==> src/rtl/bcd_arb_pkg.sv <==
// Shared types and helpers for the ten-way BCD round-robin arbiter.
package bcd_arb_pkg;
    localparam int         N_REQ     = 10;
    localparam logic [3:0] CODE_NONE = 4'hF;

    typedef enum logic [1:0] {IDLE, GRANT, GAP} arb_state_t;

    function automatic logic [3:0] next_idx(input logic [3:0] i);
        return (i >= 4'd9) ? 4'd0 : i + 4'd1;
    endfunction
endpackage

==> src/rtl/bcd_sel_decode.sv <==
// BCD code to active-low one-of-ten select; codes 10-15 deselect everything.
module bcd_sel_decode
    import bcd_arb_pkg::*;
(
    input  logic [3:0]       code,
    output logic [N_REQ-1:0] sel_n
);
    always_comb begin
        sel_n = '1;
        if (code < 4'(N_REQ))
            sel_n[code] = 1'b0;
    end
endmodule

==> src/rtl/bcd_rr_arbiter.sv <==
// Ten-way break-before-make round-robin arbiter with BCD + one-of-ten outputs.
// Optional hold-time pre-emption enabled by defining BCD_ARB_TIMEOUT_EN.
module bcd_rr_arbiter
    import bcd_arb_pkg::*;
#(
    parameter int MAX_HOLD = 8
) (
    input  logic             clk,
    input  logic             rst,
    input  logic [N_REQ-1:0] req,
    input  logic             done,
    output logic             gnt_valid,
    output logic [3:0]       gnt_code,
    output logic [N_REQ-1:0] gnt_n,
    output logic             timeout
);
    arb_state_t       state;
    logic [3:0]       ptr;
    logic [N_REQ-1:0] rot;
    logic [3:0]       off, win, code_d;
    logic [N_REQ-1:0] sel_n_d;
    logic             any_req, voluntary, hold_hit, release_now, forced;

    function automatic logic [3:0] wrap_add(input logic [3:0] a, input logic [3:0] b);
        logic [4:0] s;
        s = {1'b0, a} + {1'b0, b};
        return (s >= 5'(N_REQ)) ? 4'(s - 5'(N_REQ)) : s[3:0];
    endfunction

    // Rotate so ptr lands at bit 0, then take the lowest set bit.
    always_comb begin
        rot = '0;
        off = '0;
        for (int k = 0; k < N_REQ; k++)
            rot[k] = req[wrap_add(ptr, 4'(k))];
        for (int k = N_REQ - 1; k >= 0; k--)
            if (rot[k]) off = 4'(k);
        win     = wrap_add(ptr, off);
        any_req = |req;
    end

`ifdef BCD_ARB_TIMEOUT_EN
    localparam int HW = $clog2(MAX_HOLD + 1);
    logic [HW-1:0] hold_cnt;

    // Release fires on the edge at which the count would reach MAX_HOLD.
    assign hold_hit = (state == GRANT) && (int'(hold_cnt) + 1 >= MAX_HOLD);

    always_ff @(posedge clk or posedge rst) begin
        if (rst)
            hold_cnt <= '0;
        else if (state != GRANT)
            hold_cnt <= '0;
        else if (hold_cnt != HW'(MAX_HOLD))
            hold_cnt <= hold_cnt + 1'b1;
    end
`else
    assign hold_hit = 1'b0;
`endif

    assign voluntary   = done | ~req[gnt_code];
    assign release_now = voluntary | hold_hit;
    assign forced      = hold_hit & ~voluntary;

    always_comb begin
        code_d = CODE_NONE;
        case (state)
            GRANT:   code_d = release_now ? CODE_NONE : gnt_code;
            default: code_d = any_req ? win : CODE_NONE;
        endcase
    end

    bcd_sel_decode u_dec (
        .code  (code_d),
        .sel_n (sel_n_d)
    );

    always_ff @(posedge clk or posedge rst) begin
        if (rst) begin
            state     <= IDLE;
            ptr       <= '0;
            gnt_valid <= 1'b0;
            gnt_code  <= CODE_NONE;
            gnt_n     <= '1;
            timeout   <= 1'b0;
        end else begin
            gnt_valid <= (code_d != CODE_NONE);
            gnt_code  <= code_d;
            gnt_n     <= sel_n_d;
            timeout   <= 1'b0;
            case (state)
                GRANT: begin
                    if (release_now) begin
                        state   <= GAP;
                        timeout <= forced;
                    end
                end
                default: begin
                    if (any_req) begin
                        state <= GRANT;
                        ptr   <= next_idx(win);
                    end else begin
                        state <= IDLE;
                    end
                end
            endcase
        end
    end
endmodule

==> config.mk <==
export PLATFORM = sky130hd
export DESIGN_NAME = bcd_rr_arbiter
export DESIGN_NICKNAME = d
export VERILOG_FILES = /design/src/rtl/bcd_arb_pkg.sv /design/src/rtl/bcd_sel_decode.sv /design/src/rtl/bcd_rr_arbiter.sv
export SDC_FILE = /design/constraint.sdc
export NUM_CORES = 1
export LEC_CHECK = 0
export CORE_AREA = 2 2 90 92
export CTS_BUF_LIST = sky130_fd_sc_hd__clkbuf_16
export DETAILED_ROUTE_END_ITERATION = 6
export DIE_AREA = 0 0 92 94
export SYNTH_ARGS = -nofsm -noshare
export SYNTH_HDL_FRONTEND = slang
export SYNTH_SLANG_ARGS = --single-unit
==> constraint.sdc <==
create_clock -name clk -period 13.4 [get_ports clk]
set_clock_uncertainty 0.05 [all_clocks]
set_input_delay 2.68 -clock clk [delete_from_list [all_inputs] [get_ports clk]]
set_output_delay 2.68 -clock clk [all_outputs]
set_load 0.1 [all_outputs]
**Yosys cells after proc, flatten, opt, wreduce, memory -nomap -nowiden**

Index checks and enable logic that the tools add are counted.

- Word-level logic and storage cells: 116
- Input bits: 13
- Register bits after elaboration: 21

- Bitwise logic cells: 4
- $lt $le $gt $ge: 26
- Multiplexer cells: 53
- Add/subtract/negate cells: 22
- Eq/ne operators: 3
- Reductions and logical operators: 3

Operators by type and width:

| cell | number |
|---|---|
| 4-bit 2-to-1 mux | 25 |
| 4-bit by 5-bit < comparator with 1-bit output, second input constant | 12 |
| 5-bit by 4-bit greater-or-equal comparator with 1-bit output, second input constant | 10 |
| 1-bit binary-select mux with 4-bit select | 11 |
| 4-bit subtractor, second input constant | 11 |
| 4-bit by 3-bit adder with 5-bit output, second input constant | 4 |
| 1-bit 2-to-1 mux | 13 |
| 4-bit by 2-bit adder with 5-bit output, second input constant | 2 |
| 4-bit by 4-bit adder with 5-bit output, second input constant | 2 |
| 10-bit 2-to-1 mux | 1 |
| 10-bit NOT | 1 |
| 10-bit OR reduction | 1 |
| 4-bit greater-or-equal comparator, second input constant | 2 |
| 4-bit by 1-bit adder with 5-bit output, second input constant | 1 |
| 4-bit by 4-bit adder with 5-bit output | 1 |
| 4-bit by 1-bit adder with 4-bit output, second input constant | 1 |
| 1-bit demux with 4-bit select | 1 |
| 4-bit by 1-bit greater-or-equal comparator with 1-bit output, second input constant | 1 |
| 4-bit < comparator, second input constant | 1 |
| 2-bit 2-to-1 mux | 2 |
| 4-bit inequality test, second input constant | 1 |
| 2-bit by 1-bit equality test with 1-bit output, second input constant | 1 |
| 2-bit inequality test, second input constant | 1 |
| 1-bit NOT | 2 |
| other kinds (3) | 3 |

**Depth between registers and ports, before layout**

Gate-level depths: netlist (run 1).

- Depth after elaboration: 26
- Mapped depth: 25

**Cells and area by module**

Synthesis (run 1) repeated with hierarchy kept, for this count alone.

- Cells, all modules: 373
- Area total of the unflattened synthesis: 3231.8 µm²

By module, submodules not included:

| module | times used | cells each | area each (µm²) | sequential area each (µm²) |
|---|---|---|---|---|
| bcd_rr_arbiter | 1 | 363 | 3130.5 | 543.0 |
| bcd_sel_decode | 1 | 10 | 101.3 | 0.0 |

**Worst setup path before layout (run 1)**

Ideal clock, no wire load.

- Path kind: input port to flip-flop
- Start point: input port req[1]
- End point: register ptr[2]
- Data arrival time: 6.581 ns
- Path slack: 6.673 ns
- Stages: 18
- Data required time: 13.255 ns
- Cells stage by stage: mux2i_1 mux2i_1 mux4_2 o21ai_2 or3b_1 o2bb2a_4 o31ai_1 ha_1 fa_1 inv_1 ha_1 nand2_1 a21boi_0 xnor2_1 ha_1 nor4_1 nor2_1 o31ai_1

- Word-level cells in the longest chain between the ends: 17

Ends and longest elaborated chain:

| element | line | text |
|---|---|---|
| start: declaration | bcd_rr_arbiter.sv:10 | `input logic [N_REQ-1:0] req,` |
| 1-bit binary-select mux with 4-bit select | bcd_rr_arbiter.sv:35 | `rot[k] = req[wrap_add(ptr, 4'(k))];` |
| 1-bit 2-to-1 mux (implied by the code) | bcd_rr_arbiter.sv:35 |  |
| 4-bit 2-to-1 mux (10 in series) | bcd_rr_arbiter.sv:37 | `if (rot[k]) off = 4'(k);` |
| 4-bit by 4-bit adder with 5-bit output | bcd_rr_arbiter.sv:26 | `s = {1'b0, a} + {1'b0, b};` |
| 4-bit subtractor / 5-bit by 4-bit greater-or-equal comparator with 1-bit output (equally long branches) | bcd_rr_arbiter.sv:27 | `return (s >= 5'(N_REQ)) ? 4'(s - 5'(N_REQ)) : s[3:0];` |
| 4-bit 2-to-1 mux | bcd_rr_arbiter.sv:27 |  |
| 4-bit by 1-bit adder with 4-bit output / 4-bit greater-or-equal comparator (equally long branches) | bcd_arb_pkg.sv:9 | `return (i >= 4'd9) ? 4'd0 : i + 4'd1;` |
| 4-bit 2-to-1 mux | bcd_arb_pkg.sv:9 |  |
| end signal: assignment | bcd_rr_arbiter.sv:101 | `ptr <= next_idx(win);` |
| end: declaration | bcd_rr_arbiter.sv:18 | `logic [3:0] ptr;` |

Parallel ways exist; a longest one is shown, timed or not. The select of a mux whose other input is x is not followed.
A chain may end at the register's enable or synchronous reset.

**Worst setup path after layout (run 1)**

- Start point: input port req[7]
- End point: register ptr[2]

The elaborated chain is that of the path after synthesis.

==> impl_metrics.ini, run 1 <==
[run_status]
status = finished clean

[synth]
synth_flop_cell = dfstp_2
synth_edf_count = 0
ys_seq_area_share_pct = 17.4
syn_nets = 406
synth_warnings = 0
syn_area_sq_um = 3130
syn_inst = 364
ys_async_sr_fraction_pct = 100
synth-seq-cells = 21
synth_area_per_cell_sq_um = 8.59
synth_cell_types = 64

[sta]
worst_slew_pin_slew_ns = 0.975
drv_slew = 0
fmax_mhz = 132
hold_violations = 0
tns_ns = 0
relSlewSlack_pct = 34.8
finalSetupViolations = 0
finalCritPeriodShare_pct = 56.5
layout_min_cycle_time_ns = 7.58
grt_setup_unrepaired = no

[clocking]
htreeDepth = 1
cts_buffers = 3
clkTransAtPathRegs_ns = 0.06
clock_latency_ns = 0.25
cts_hold_repair.buffers = 0
clockRootBuffer = clkbuf_16
cts.path.max_buffers = 2
cts_tree = yes
cts_resized = 0
numClockSinks = 21
post_cts_buffers = 0

[route]
drt-wirelength-per-cell_um = 16.6
routed_wl_mm = 8.12
vias = 2841
via_per_inst = 5.82
drt_iter0_markers = 144
ant_nets = 0
first_pass_iters = 4
drc = 0

[setup_path]
crit_slowest_cell = clkdlybuf4s50_1
worstPathCellList = clkdlybuf4s50_1 > mux2i_1 > mux2i_1 > mux4_2 > o21ai_2 > or3b_1 > o31ai_1 > ha_1 > fa_1 > inv_1 > ha_1 > nand2_1 > a21boi_0 > xnor2_1 > ha_1 > nor4_1 > nor2_1 > o31ai_1
cp_max_fo = 7
cp.arrival_ns = 7.69
crit_start = req[7]
r2r_start = ptr[1]
crit_required_ns = 13.51
r2r_setup_slack_ns = 6.50
crit_path_start_kind = input port
cp_common_cell = ha_1
cp-end-kind = register
path_class = in -> reg
slowest_delay_ns = 0.53

[die]
start_util_pct = 41.1
pin_count = 29
die_h_um = 94
die_w_um = 92
core_area_sq_um = 7610
dieArea_sq_um = 8650
rows = 32

[final_layout]
nNetsFinal = 429
regArea_sq_um = 543
multiInputGateArea_sq_um = 2450
num-fill-cells = 770
insertedDiodeCount = 0
area_delta_synth_final_pct = 13.5
drive_gt1_share_pct = 13.0

[global_routing]
overflow = 0
grt_max_degree = 28
antenna_found_initial = 0
grt_pass1_wl_mm = 13.8
first_global_vias = 2836
gr-usage-all-layers_pct = 19.4

[place]
dp_hpwl_mm = 6.39
port_buffers = 27
gp_congestion = 0.857

[worst_hold_path]
holdCritStartpoint = state[1]
hold_class = reg -> reg

[job]
drv_cap = 0
-- flip-flops by register name, summed over array words and instances, names as in the netlist --
signal	count
state	2
gnt_valid	1
gnt_n	10
ptr	4
gnt_code	4
-- synthesized netlist by cell type (all sizes together), types with 3 or more instances --
| cell | n | area, sq um |
|---|---|---|
| a21boi | 10 | 86.3 |
| a21o | 6 | 45.0 |
| a21oi | 24 | 120 |
| a31oi | 3 | 18.8 |
| and2 | 4 | 25.0 |
| and3 | 4 | 25.0 |
| buf | 9 | 63.8 |
| dfrtp | 7 | 175 |
| dfstp | 14 | 368 |
| ha | 27 | 338 |
| inv | 16 | 60.1 |
| mux2 | 11 | 124 |
| mux2i | 32 | 324 |
| mux4 | 7 | 158 |
| nand2 | 33 | 124 |
| nand2b | 4 | 25.0 |
| nand3 | 10 | 50.1 |
| nand4 | 4 | 25.0 |
| nor2 | 31 | 116 |
| nor2b | 5 | 31.3 |
| nor3 | 6 | 30.0 |
| nor4 | 6 | 37.5 |
| o211ai | 4 | 30.0 |
| o21a | 8 | 60.1 |
| o21ai | 14 | 73.8 |
| o22ai | 5 | 31.3 |
| o31ai | 4 | 30.0 |
| or3 | 3 | 18.8 |
| xnor2 | 18 | 180 |
-- critical path, delay by kind of cell --
kind | cells | cell delay [ns]
xor gates and xnor gates | 1 | 0.22
muxes | 3 | 1.12
buffers and inverters | 2 | 0.64
AOI/OAI and AO/OA | 4 | 1.00
and+or+nand+nor | 4 | 0.92
adders and majority gates | 4 | 1.11
-- kinds of logic (layout without fill, tap and decap cells) --
kind of cell | count (synthesis) | in the layout | share of synthesized area (%)
buf+inv | 29 | 51 | 4.44
mux | 50 | 50 | 19.4
xor+xnor | 19 | 19 | 6.64
fa+ha+maj | 29 | 29 | 12.1
compound gates | 98 | 98 | 22.0
simple gates | 117 | 117 | 18.0
flops | 21 | 21 | 17.4
other cells | 1 | 1 | 0.120
-- final timing paths --
path,to,depth (start not counted)
worst max-delay path,ptr[2],18
worst min-delay path,state[1],2
worst max register to register,ptr[2],23
worst min register to register,state[1],2
max in group asynchronous,ptr[2],2
min in group asynchronous,state[1],2
-- final cells by class --
cell class | instances | area share, %
Clock buffer | 3 | 2.11
Multi-Input combinational cell | 314 | 68.9
Tap cell | 102 | 3.59
Clock inverter | 1 | 0.176
Sequential cell | 21 | 15.3
Inverter | 18 | 1.90
Timing Repair Buffer | 29 | 8.03
-- per-layer routing --
metal | part of all wire [%] | global-route usage (%) | up-vias
li1 | - | - | 1389
met1 | 43 | 23.6 | 1389
met2 | 52 | 36.5 | 44
met3 | 2.4 | 1.52 | 19
met4 | 2.5 | 5.85 | 0
met5 | 0 | 0 | -
-- placed cells by master (no fill, tap or decap), types with 4 or more instances in the layout --
cell,netlist,routed
a21oi_1,24,24
a21o_1,6,6
nor4_1,6,6
o21ai_0,11,11
o22ai_1,5,5
ha_1,27,27
and2_1,4,4
mux2_2,11,11
o21a_1,8,8
a21boi_0,6,6
nor2_1,31,31
nand2b_1,4,4
o211ai_1,4,4
nor3_1,6,6
nand4_1,4,4
mux2i_1,31,31
clkdlybuf4s50_1,0,27
nor2b_1,5,5
nand3_1,10,10
and3_1,4,4
xnor2_1,15,15
dfrtp_1,7,7
mux4_2,7,7
o31ai_1,4,4
nand2_1,33,33
dfstp_2,14,14
inv_1,14,14
-- stage by stage --
| stage | hold slack [ns] | util, % | cells | setup WS, ns | area [sq um] |
|---|---|---|---|---|---|
| 6_report | 0.530 | 46.7 | 488 | 5.82 | 3550 |
| 5_1_grt | 0.591 | 46.7 | 488 | 5.23 | 3550 |
| 4_1_cts | 0.531 | 46.7 | 488 | 5.81 | 3550 |
| 3_5_place_dp | 0.523 | 45.6 | 484 | 5.56 | 3470 |
| 3_3_place_gp | 0.510 | 45.6 | 484 | 5.70 | 3470 |
| 2_1_floorplan | 0.479 | - | 364 | 6.67 | 3130 |
Power of run 1 is not shown: default switching activity piles up to over one toggle a cycle in this logic, so the estimate is an artifact.
==> run 2, diff against run 1 <==
clock period = 6.5 ns   (was 13.4 ns; I/O delays follow)
==> impl_metrics.ini, run 2 (same netlist as run 1, synthesis figures left out) <==
[sta]
layout_min_cycle_time_ns = 6.01
hold_violations = 0
finalSetupViolations = 0
drv_slew = 0
relSlewSlack_pct = 34.7
tns_ns = 0
finalCritPeriodShare_pct = 92.5
worst_slew_pin_slew_ns = 0.977
fmax_mhz = 166
grt_setup_unrepaired = no

[route]
first_pass_iters = 5
via_per_inst = 5.74
drt-wirelength-per-cell_um = 16.8
ant_nets = 0
drc = 0
routed_wl_mm = 8.38
vias = 2862
drt_iter0_markers = 166

[setup_path]
crit_path_start_kind = input port
crit_cells = 18
path_class = in -> reg
cp_common_cell = ha_1
crit_required_ns = 6.61
cp_max_fo = 7
crit_slowest_cell = clkdlybuf4s50_1
cp.arrival_ns = 6.12
r2r_cells = 25
cpLargestDelayFamily = adder cells
slowest_delay_ns = 0.51
cp-end-kind = register
worstPathCellList = clkdlybuf4s50_1 > mux2i_2 > mux2i_1 > mux4_2 > o21ai_2 > or3b_1 > o31ai_1 > ha_1 > fa_1 > inv_1 > ha_1 > nand2_1 > a21boi_0 > xnor2_1 > ha_1 > nor4_1 > nor2_1 > o31ai_1
cp.buffers_inverters = 2

[worst_hold_path]
whs_path_depth = 2
hold_class = reg -> reg

[final_layout]
num-fill-cells = 753
drive_gt1_share_pct = 16.1
nNetsFinal = 440
largest_reg_flops = 10
multiInputGateArea_sq_um = 2460
area_delta_synth_final_pct = 16.5
top_regs = gnt_n x10, gnt_code x4, ptr x4
layout_commonest_cell = nand2_1
insertedDiodeCount = 0
mostFrequentLayoutCells = 33 x nand2_1, 31 x nor2_1, 29 x mux2i_1
regArea_sq_um = 543
max_flop_register = gnt_n

[job]
drv_cap = 0

[clocking]
htreeDepth = 1
cts_buffers = 3
cts.path.max_buffers = 2
numClockSinks = 21
clockRootBuffer = clkbuf_16
clkTransAtPathRegs_ns = 0.05
cts_hold_repair.buffers = 0
clock_latency_ns = 0.25
cts_tree = yes

[global_routing]
first_global_vias = 2802
grt_max_degree = 22
antenna_found_initial = 0
gr-usage-all-layers_pct = 19.8
overflow = 0
grt_pass1_wl_mm = 13.9

[die]
pin_count = 29
dieArea_sq_um = 8650
start_util_pct = 41.1
die_w_um = 92
die_h_um = 94
rows = 32
core_area_sq_um = 7610

[run_status]
status = finished clean

[place]
port_buffers = 27
dp_hpwl_mm = 6.67
gp_congestion = 0.869
run 2: cell types whose count changed in the layout (fill, tap and decap cells not counted), sizes merged:
cell      delta
buf         +11
clkinv       -1
clkinvlp     +1
run 2: cell type report:
class / instances / area share [%]
clock buffer: 3 / 2.06
tap: 102 / 3.50
timing repair buffer: 40 / 10.1
multi-input combinational: 314 / 67.4
inverter: 18 / 1.96
clock inverter: 1 / 0.103
sequential: 21 / 14.9
run 2: routing by layer:
layer | vias to the layer above | track usage (%) | wire length (um)
met3 | 23 | 2.41 | 357
met1 | 1350 | 24.5 | 3690
met4 | 0 | 7.71 | 280
met2 | 73 | 35.1 | 4060
met5 | - | 0 | 0
li1 | 1416 | - | -
run 2: final timing paths:
| path | slack, ns | startpoint | end |
|---|---|---|---|
| setup / recovery | 0.49 | req[4] | ptr[2] |
| hold / removal | 0.52 | state[1] | state[1] |
| setup reg to reg | 0.57 | ptr[0] | ptr[2] |
| hold reg to reg | 0.52 | state[1] | state[1] |
| max in group asynchronous | 4.47 | rst | gnt_valid |
| min in group asynchronous | 1.45 | rst | state[1] |
run 2: worst register-to-register path: cells and delay by family, from the launching register on:
family          cells  cell delay (ns)
flops               1             0.44
xor+xnor            3             0.66
buf+inv             4             0.74
compound gates      7             1.48
mux                 2             0.26
fa+ha+maj           6             1.67
simple gates        3             0.51
run 2: repair_timing:
action                     4_1_cts  5_1_grt
setup buffers                    0        1
gates resized for setup          0        4
setup endpoints to repair        0        9
run 2: per-stage QoR:
stage | utilization (%) | hold WS [ns] | cells | area (sq um) | worst slack [ns]
6_report | 47.9 | 0.517 | 499 | 3640 | 0.489
2_1_floorplan | - | 0.479 | 364 | 3130 | 0.445
3_5_place_dp | 46.6 | 0.514 | 494 | 3540 | 0.125
4_1_cts | 47.6 | 0.522 | 498 | 3620 | 0.358
5_1_grt | 47.9 | 0.577 | 499 | 3640 | 0.0236
3_3_place_gp | 46.6 | 0.503 | 494 | 3540 | 0.371
Power of run 2 is left out for the same reason.
